**src/rtl/matmul_seq.sv**
```systemverilog
// matmul_seq: sequencer for a small matrix multiply C = A * B.
// Loads A then B (row-major) into an external operand bank. For every C[i][j] it walks
// one CLR, INNER MAC cycles and one WRITE. The results are then drained over an
// out_valid/out_ready handshake. Only the control is generated here; the operand bank,
// the MAC unit and the result bank live outside and follow the select/enable outputs.
module matmul_seq #(
   parameter int unsigned ROWS  = 2,
   parameter int unsigned INNER = 3,
   parameter int unsigned COLS  = 2
) (
   input  logic       clk,
   input  logic       reset,
   input  logic       start,
   input  logic       abort,
   input  logic       din_valid,
   output logic       load_en,
   output logic [3:0] load_sel,
   output logic [3:0] a_sel,
   output logic [3:0] b_sel,
   output logic       mac_clr,
   output logic       mac_en,
   output logic       res_ld,
   output logic [1:0] res_sel,
   output logic       out_valid,
   output logic [1:0] out_sel,
   input  logic       out_ready,
   output logic       busy,
   output logic       done
);

   // Index arithmetic is done in 4 bits; the legal parameter range keeps every index
   // (operand bank <= 16 words, result bank <= 4 words) inside that width.
   localparam int unsigned NumWords = ROWS * INNER + INNER * COLS;
   localparam logic [3:0]  LastWord = 4'(NumWords - 1);
   localparam logic [3:0]  BBase    = 4'(ROWS * INNER);
   localparam logic [3:0]  InnerW   = 4'(INNER);
   localparam logic [3:0]  ColsW    = 4'(COLS);
   localparam logic [3:0]  LastK    = 4'(INNER - 1);
   localparam logic [3:0]  LastI    = 4'(ROWS - 1);
   localparam logic [3:0]  LastJ    = 4'(COLS - 1);
   localparam logic [1:0]  LastRes  = 2'(ROWS * COLS - 1);

   typedef enum logic [2:0] {
      StIdle,
      StLoad,
      StClr,
      StMac,
      StWrite,
      StDrain,
      StDone
   } state_e;

   state_e     state_q, state_d;
   logic [3:0] load_q, load_d;    // operand word being loaded
   logic [3:0] i_q, i_d;          // result row
   logic [3:0] j_q, j_d;          // result column
   logic [3:0] k_q, k_d;          // MAC term within the current result
   logic [1:0] drain_q, drain_d;  // result word being offered downstream

   // Next-state and counter update; abort outside IDLE overrides everything.
   always_comb begin
      state_d = state_q;
      load_d  = load_q;
      i_d     = i_q;
      j_d     = j_q;
      k_d     = k_q;
      drain_d = drain_q;

      if (abort && (state_q != StIdle)) begin
         state_d = StIdle;
         load_d  = '0;
         i_d     = '0;
         j_d     = '0;
         k_d     = '0;
         drain_d = '0;
      end else begin
         case (state_q)
            StIdle: begin
               if (start && !abort) begin
                  state_d = StLoad;
                  load_d  = '0;
               end
            end

            StLoad: begin
               if (din_valid) begin
                  if (load_q == LastWord) begin
                     state_d = StClr;
                     load_d  = '0;
                     i_d     = '0;
                     j_d     = '0;
                  end else begin
                     load_d = load_q + 4'd1;
                  end
               end
            end

            StClr: begin
               k_d     = '0;
               state_d = StMac;
            end

            StMac: begin
               if (k_q == LastK) begin
                  k_d     = '0;
                  state_d = StWrite;
               end else begin
                  k_d = k_q + 4'd1;
               end
            end

            StWrite: begin
               if (j_q == LastJ) begin
                  j_d = '0;
                  if (i_q == LastI) begin
                     i_d     = '0;
                     drain_d = '0;
                     state_d = StDrain;
                  end else begin
                     i_d     = i_q + 4'd1;
                     state_d = StClr;
                  end
               end else begin
                  j_d     = j_q + 4'd1;
                  state_d = StClr;
               end
            end

            StDrain: begin
               if (out_ready) begin
                  if (drain_q == LastRes) begin
                     drain_d = '0;
                     state_d = StDone;
                  end else begin
                     drain_d = drain_q + 2'd1;
                  end
               end
            end

            StDone: begin
               state_d = StIdle;
            end

            default: begin
               state_d = StIdle;
            end
         endcase
      end
   end

   // State and counter registers, asynchronously cleared by reset.
   always_ff @(posedge clk or posedge reset) begin
      if (reset) begin
         state_q <= StIdle;
         load_q  <= '0;
         i_q     <= '0;
         j_q     <= '0;
         k_q     <= '0;
         drain_q <= '0;
      end else begin
         state_q <= state_d;
         load_q  <= load_d;
         i_q     <= i_d;
         j_q     <= j_d;
         k_q     <= k_d;
         drain_q <= drain_d;
      end
   end

   // Output decode from registered state; load_en is the only input-dependent output.
   always_comb begin
      load_en   = 1'b0;
      load_sel  = '0;
      a_sel     = '0;
      b_sel     = '0;
      mac_clr   = 1'b0;
      mac_en    = 1'b0;
      res_ld    = 1'b0;
      res_sel   = '0;
      out_valid = 1'b0;
      out_sel   = '0;
      done      = 1'b0;
      busy      = (state_q != StIdle);

      case (state_q)
         StLoad: begin
            load_en  = din_valid;
            load_sel = load_q;
         end
         StClr: begin
            mac_clr = 1'b1;
         end
         StMac: begin
            mac_en = 1'b1;
            a_sel  = i_q * InnerW + k_q;
            b_sel  = BBase + k_q * ColsW + j_q;
         end
         StWrite: begin
            res_ld  = 1'b1;
            res_sel = 2'(i_q * ColsW + j_q);
         end
         StDrain: begin
            out_valid = 1'b1;
            out_sel   = drain_q;
         end
         StDone: begin
            done = 1'b1;
         end
         default: begin
         end
      endcase
   end

endmodule

```
**config.mk**
```make
export PLATFORM = sky130hd
export DESIGN_NAME = matmul_seq
export DESIGN_NICKNAME = d
export VERILOG_FILES = /design/src/rtl/matmul_seq.sv
export SDC_FILE = /design/constraint.sdc
export NUM_CORES = 1
export LEC_CHECK = 0
export CAP_MARGIN = 20
export CORE_ASPECT_RATIO = 0.9
export CORE_MARGIN = 5
export CORE_UTILIZATION = 41
export DETAILED_ROUTE_END_ITERATION = 6
export DONT_BUFFER_PORTS = 1
export GPL_TIMING_DRIVEN = 1
export SYNTH_ARGS = -nofsm -noshare
export SYNTH_HDL_FRONTEND = slang
export SYNTH_SLANG_ARGS = --single-unit
```
**constraint.sdc**
```tcl
create_clock -name clk -period 5.4 [get_ports clk]
set_clock_uncertainty 0.15 [all_clocks]
set_input_delay 0.27 -clock clk [delete_from_list [all_inputs] [get_ports clk]]
set_output_delay 0.27 -clock clk [all_outputs]
set_load 0.1 [all_outputs]
```
After elaboration in Yosys (flattened, before gate mapping)
Index checks and enable logic that the tools add are counted.

Bits of input ports: 6. Register bits: 21.

Mux-type cells: 44. $mul: 1. Reductions and logical operators: 14. Add/sub/neg operators: 9. Equal/unequal tests: 19.

Operators with widths (count): two-way mux 4 bit (16); case mux 4 bit (2 select lines) (4); two-way mux 3 bit (9); != test 3 bit (second input constant) (8); case mux 3 bit (6 select lines) (1); adder 4 x 1 -> 4 bit (second input constant) (4); nonzero test 3 bit (5); two-way mux 2 bit (7); equality test 3 bit (second input constant) (3); adder 4 bit (2); equality test 4 x 1 -> 1 bit (second input constant) (2); AND reduction 4 bit (2); equality test 3 x 2 -> 1 bit (second input constant) (2); two-way mux 1 bit (6); AND reduction 3 bit (2); AND reduction 6 bit (1); adder 3 x 4 -> 4 bit (first input constant) (1); equality test 4 x 2 -> 1 bit (second input constant) (1); equality test 4 bit (second input constant) (1); multiplier 4 x 2 -> 4 bit (second input constant) (1); case mux 2 bit (2 select lines) (1); equality test 3 x 1 -> 1 bit (second input constant) (1); zero test 3 bit (1); adder 2 x 1 -> 2 bit (second input constant) (1); other kinds (4) (5).

Depth between registers and ports, before layout
Gate-level depths: netlist (run 1).

Word-level depth: 5. Mapped depth: 7.

Worst setup path before layout (run 1)
Ideal clock, no wire load.

Path kind: reg-to-output. Start: register i_q[0]. End: output a_sel[3]. Arrival time: 3.042 ns. Setup slack: 1.938 ns. Stages on the path, launching flop included: 7. Buffers on the path: 0. Path through: dfrtp_1 fa_1 ha_1 fa_1 xnor2_1 xnor2_1 nor2_1.

Longest elaborated chain between the ends: 3.

RTL lines: start: declaration (RTL line 55) `logic [3:0] i_q, i_d;`; start signal: assignment (RTL line 163) `i_q <= i_d;`; multiplier 4 x 2 -> 4 bit (RTL line 195) `a_sel = i_q * InnerW + k_q;`; adder 4 bit (RTL line 195); two-way mux 4 bit (RTL line 185) `case (state_q)`; end: declaration (RTL line 18) `output logic [3:0] a_sel,`.

No other way between the ends.

Final worst setup path (run 1)
Start: register state_q[0]. End: output b_sel[0].

Longest elaborated chain between the ends: 2.

RTL lines: start: declaration (RTL line 53) `state_e state_q, state_d;`; start signal: assignment (RTL line 154) `state_q <= StIdle;`; start signal: assignment (RTL line 161) `state_q <= state_d;`; equality test 3 x 2 -> 1 bit (RTL line 185); two-way mux 4 bit (RTL line 185); end: declaration (RTL line 19) `output logic [3:0] b_sel,`.

No other way between the ends.

==> results of run 1 <==
==> stage by stage <==
step	hold WS [ns]	total power, mW
3_3_place_gp	0.2346	0.2944
2_1_floorplan	0.09653	0.2816
6_report	0.05238	0.4012
4_1_cts	0.03748	0.4066
3_5_place_dp	0.2395	0.2982
5_1_grt	0.04223	0.4261
==> layout make-up <==
type | instances | area, um2
repair buffers | 2 | 35.03
inverters | 16 | 60.06
flip-flops and latches | 21 | 525.5
clock buffers | 4 | 45.04
fillers | 402 | 2220
well taps | 48 | 60.06
multi-input cells | 153 | 1129
==> cells by family (layout without fill, tap and decap cells) <==
family,Yosys count,after routing,synth area share
AND/OR/NAND/NOR,77,77,0.2581
AO/OA/AOI/OAI,48,48,0.1858
buffers and inverters,22,22,0.05423
flip-flops,21,21,0.3037
adder cells (fa/ha/maj),18,18,0.1432
XOR/XNOR,7,7,0.03543
multiplexers,3,3,0.01952
==> worst max-delay path: stages, from the launching register on <==
cell and delay (ns):
dfrtp_1 0.70, nand3b_1 0.38, inv_1 0.81, and2_1 0.89
==> Yosys cell counts, drive strengths merged (5+ instances only) <==
library cell	instances	area (um2)
o21ai	18	90.09
ha	15	187.7
and2	13	81.33
nand2	9	33.78
a21oi	7	35.03
nor2	13	48.80
and3	5	31.28
dfrtp	21	525.5
o31ai	6	45.04
inv	16	60.06
xnor2	6	52.55
nand3	6	30.03
nor3	7	40.04
==> final timing paths <==
kind	from	to	slack [ns]	cells past startpoint
worst max-delay path	state_q[0]	b_sel[0]	1.93	3
worst min-delay path	abort	state_q[2]	0.05	3
worst max register to register	state_q[0]	load_q[0]	2.58	5
worst min register to register	i_q[3]	i_q[3]	0.37	1
max in group asynchronous	reset	j_q[0]	4.11	2
min in group asynchronous	reset	k_q[1]	0.46	2
==> state kept, by name, summed over array words and instances, names as in the netlist <==
| signal | cells |
|---|---|
| load_q | 4 |
| state_q | 3 |
| k_q | 4 |
| j_q | 4 |
| drain_q | 2 |
| i_q | 4 |
==> where the power goes <==
group / leakage, nW / switching, mW / internal (mW) / total (mW)
Clock: 0.0228 / 0.0534 / 0.0526 / 0.106
Combinational: 0.521 / 0.0873 / 0.0296 / 0.117
Sequential: 0.291 / 0.0155 / 0.163 / 0.178
==> per-layer routing <==
| layer | share of wire | vias up | GRT usage |
|---|---|---|---|
| li1 | - | 699 | - |
| met1 | 0.47 | 680 | 0.2075 |
| met2 | 0.47 | 31 | 0.2624 |
| met3 | 0.053 | 2 | 0.04523 |
| met4 | 0.0044 | 0 | 0.02524 |
| met5 | 0 | - | 0 |
==> impl_results.md, run 1 <==
* Place WS at 2.252 ns
* Critical Path Fanout Max at 18
* WP data required at 4.98 ns
* Total Routed Length at 4.075 mm
* Mapped Nets at 220
* Pleak at 0.8344 nW
* WP data arrival at 3.05 ns
* RSZ-0062 raised after global routing: false
* CTS buffer count at 3
* Clock Latency Late Sink at 0.26 ns
* Non-filler cells, final at 244
* Area growth, synth to finish at 7.158%
* Post-CTS setup buffers at 0
* Crit. End Element: output port
* Syn Inst Count at 196
* Inst Count DP at 239
* Hold Crit Class: in -> reg
* Post-route ant nets at 0
* Fmax at 288.5 MHz
* Number of synthesized flops with an enable pin at 0
* Final Max Slew Viols at 0
* Initial antenna violation count at 0
* Layout net count at 221
* Commonest non-fill, non-tap cells in the layout: dfrtp_1 (21), o21ai_0 (18), inv_1 (16)
* I/O pins at 29
* WS Path Type: reg -> out
* Drt pass-1 iters at 4
* Global-route wire length before repair at 7.072 mm
* Cell area after synthesis at 1730 um2
* Detailed router's first-iteration violation count at 96
* Proportion of layout cells with a drive suffix above 1 at 0.1122
* Die area at 5622 um2
* Die Width at 78.48 um
* Post-synthesis cell type count at 49
* Worst-Margin Slew at 1.128 ns
* CTS tree: built
* Vias in the first global route at 1445
* Routed WL per cell at 16.70 um
* Pwr/cell area at 216.4 nW/um2
* Fin crit share at 0.6420
* Placement Cell Area at 1799 um2
* Starting density of the core at 0.4248
* Yosys reg bits at 21
* Core area at 4074 um2
* Via count at 1412
* Fin area at 1854 um2
* End-of-flow core utilization at 0.4552
* Clock root cell: clkbuf_8
* CTS clk-pin slew, worst paths at 0.08 ns
* Commonest non-fill, non-tap cell in the layout: dfrtp_1
* CTS H-Tree Depth at 1
* Status: complete, no violations
* Drc violations at 0
* Final Wtd Congestion at 0.8817
* Synthesis Warnings at 0
* Post-DP HPWL at 3.187 mm
* Max Cap Viol at 0
* Min Tclk post-route at 3.467 ns
* Clk buf depth at 2
* CP Launch Type: register
* Number of I/O port buffers at 0
* Syn_area_per_cell at 8.829 um2
* Ant. Diodes at 0
* Pin count of the biggest net entering global routing at 22
* # hold bufs at CTS at 1
* Main synth FF type: dfrtp_1
* Register area share after synthesis at 0.3037
* Relative slew slack at 0.2471
* Y dimension of the die at 71.63 um
* # resized after CTS at 0
* Tot GR Track Use at 0.1574
* Setup WS post-layout at 1.933 ns
* Remaining Overflow, GRT at 0
* Finish-stage setup viols at 0
* Final hold violation count at 0
* Sink Count at 21
* Async S/R FF share, synth at 1.000
* Num rows at 22
* Max VDD drop at 0.1327 mV
* Setup_tns at 0 ns
* Vias/cell at 5.787
Power figures use the tool's default switching activity.
==> run 2, diff against run 1 <==
clock period = 3.1 ns   (was 5.4 ns; I/O delays follow)
==> impl_results.md, run 2 (synthesized netlist as in run 1, its figures left out) <==
* CP Launch Type: register
* Number of I/O port buffers at 0 (unchanged)
* Pleak at 0.9578 nW (+15%)
* I/O pins at 29 (unchanged)
* CTS buffer count at 3 (unchanged)
* Largest stage delay on the critical path at 0.52 ns (-0.37 ns)
* Sink Count at 21 (unchanged)
* Tot GR Track Use at 0.1620 (+0.004614)
* Place WS at 0.5156 ns (-1.737 ns)
* Critical path's slowest cell: fa_1
* Final hold violation count at 0 (unchanged)
* Clk buf depth at 2 (unchanged)
* Commonest non-fill, non-tap cell in the layout: buf_4
* Area growth, synth to finish at 17.28%
* Clock Latency Late Sink at 0.26 ns (about the same)
* Drt pass-1 iters at 4 (unchanged)
* Fmax at 351.8 MHz
* RR Startpoint: j_q[1]
* Commonest non-fill, non-tap cells in the layout: buf_4 (22), dfrtp_1 (21), o21ai_0 (18)
* End-of-flow core utilization at 0.4982 (+0.04300)
* RSZ-0062 raised after global routing: false
* Non-filler cells, final at 267 (+9.4%)
* Crit path from: i_q[0]
* Final Wtd Congestion at 0.8421 (-4.5%)
* Die area at 5622 um2 (unchanged)
* Y dimension of the die at 71.63 um (unchanged)
* # resized after CTS at 0 (unchanged)
* Final Max Slew Viols at 0 (unchanged)
* Tot Pwr at 0.7186 mW (+79%)
* Max VDD drop at 0.3723 mV (+180%)
* CP Depth at 7 (+4)
* WP data arrival at 2.54 ns (-0.51 ns)
* Hold Slack at 0.02587 ns (-0.02651 ns)
* Worst hold stages at 3 (unchanged)
* Hold Crit Class: in -> reg
* Setup_tns at 0 ns (unchanged)
* Total Routed Length at 4.221 mm (+3.6%)
* Vias in the first global route at 1627 (+13%)
* Remaining Overflow, GRT at 0 (unchanged)
* Buf+Inv Stages, Crit Path at 1 (unchanged)
* Proportion of layout cells with a drive suffix above 1 at 0.2009 (+0.08867)
* Placement Cell Area at 1964 um2 (+9.2%)
* Worst-Margin Slew at 0.8600 ns (-0.2681 ns)
* Global-route wire length before repair at 7.417 mm (+4.9%)
* Inst Count DP at 261 (+9.2%)
* CTS tree: built
* CTS H-Tree Depth at 1 (unchanged)
* Detailed router's first-iteration violation count at 59 (-39%)
* Pwr/cell area at 354.1 nW/um2 (+64%)
* Drc violations at 0 (unchanged)
* Starting density of the core at 0.4248 (unchanged)
* CP delay by family, top: adder cells
* Layout net count at 244 (+10%)
* Clock root cell: clkbuf_8
* R2R depth at 6 (+1)
* Routed WL per cell at 15.81 um (-5.3%)
* Crit-path cells: fa_1, ha_1, fa_1, xnor2_1, xnor2_1, nor2_2, buf_4
* Relative slew slack at 0.4260 (+0.1789)
* Num rows at 22 (unchanged)
* Max Cap Viol at 0 (unchanged)
* Core area at 4074 um2 (unchanged)
* Fin crit share at 0.9169
* Post-DP HPWL at 3.268 mm (+2.6%)
* Ant. Diodes at 0 (unchanged)
* WP data required at 2.79 ns (-2.19 ns)
* Initial antenna violation count at 0 (unchanged)
* WS Path Type: reg -> out
* Pin count of the biggest net entering global routing at 22 (unchanged)
* Setup WS post-layout at 0.2577 ns (-1.676 ns)
* Crit. End Element: output port
* Vias/cell at 5.783 (about the same)
* Via count at 1544 (+9.3%)
* Post-route ant nets at 0 (unchanged)
* Fin area at 2029 um2 (+9.4%)
* Die Width at 78.48 um (unchanged)
* Status: complete, no violations
* Worst Min Path Start: abort
* Critical Path Fanout Max at 8 (-10)
* Min Tclk post-route at 2.842 ns
* Finish-stage setup viols at 0 (unchanged)
* CTS clk-pin slew, worst paths at 0.08 ns (about the same)
run 2: cell count changes in the layout (fill, tap and decap cells not counted), sizes merged:
cell and change:
dlygate4sd3 +1, buf +22
run 2: area by class of cell:
class / instances / area, um2
fillers: 411 / 2044
multi-input cells: 153 / 1129
flip-flops and latches: 21 / 525.5
repair buffers: 25 / 210.2
inverters: 16 / 60.06
well taps: 48 / 60.06
clock buffers: 4 / 45.04
run 2: routing by layer:
layer  share of wire  global-route usage
met1            0.45              0.2109
met2            0.50              0.2804
met3           0.036             0.02638
met4          0.0085             0.04272
met5               0                   0
run 2: worst reg2reg max path: stages, from the launching register on:
cell	delay [ns]
dfrtp_1	0.44
inv_1	0.14
ha_1	0.15
or3b_4	0.38
or2_1	0.27
a211oi_2	0.29
mux2_2	0.37
run 2: path summary, 6_finish.rpt:
path	end	slack (ns)
worst min register to register	i_q[3]	0.35
worst max-delay path	a_sel[3]	0.26
worst min-delay path	k_q[2]	0.03
max in group asynchronous	state_q[0]	1.92
min in group asynchronous	k_q[0]	0.35
worst max register to register	drain_q[1]	0.80
run 2: repair_timing:
item                      4_1_cts  5_1_grt
hold endpoints to repair       26        0
setup buffers                   0        0
hold buffers                    2        0
run 2: report_power, final:
group,total [mW],internal [mW],leakage [nW],switching (mW)
clock,0.188,0.0918,0.0228,0.0963
sequential,0.313,0.283,0.291,0.0291
combinational,0.218,0.0640,0.644,0.154
total,0.719,0.439,0.958,0.279
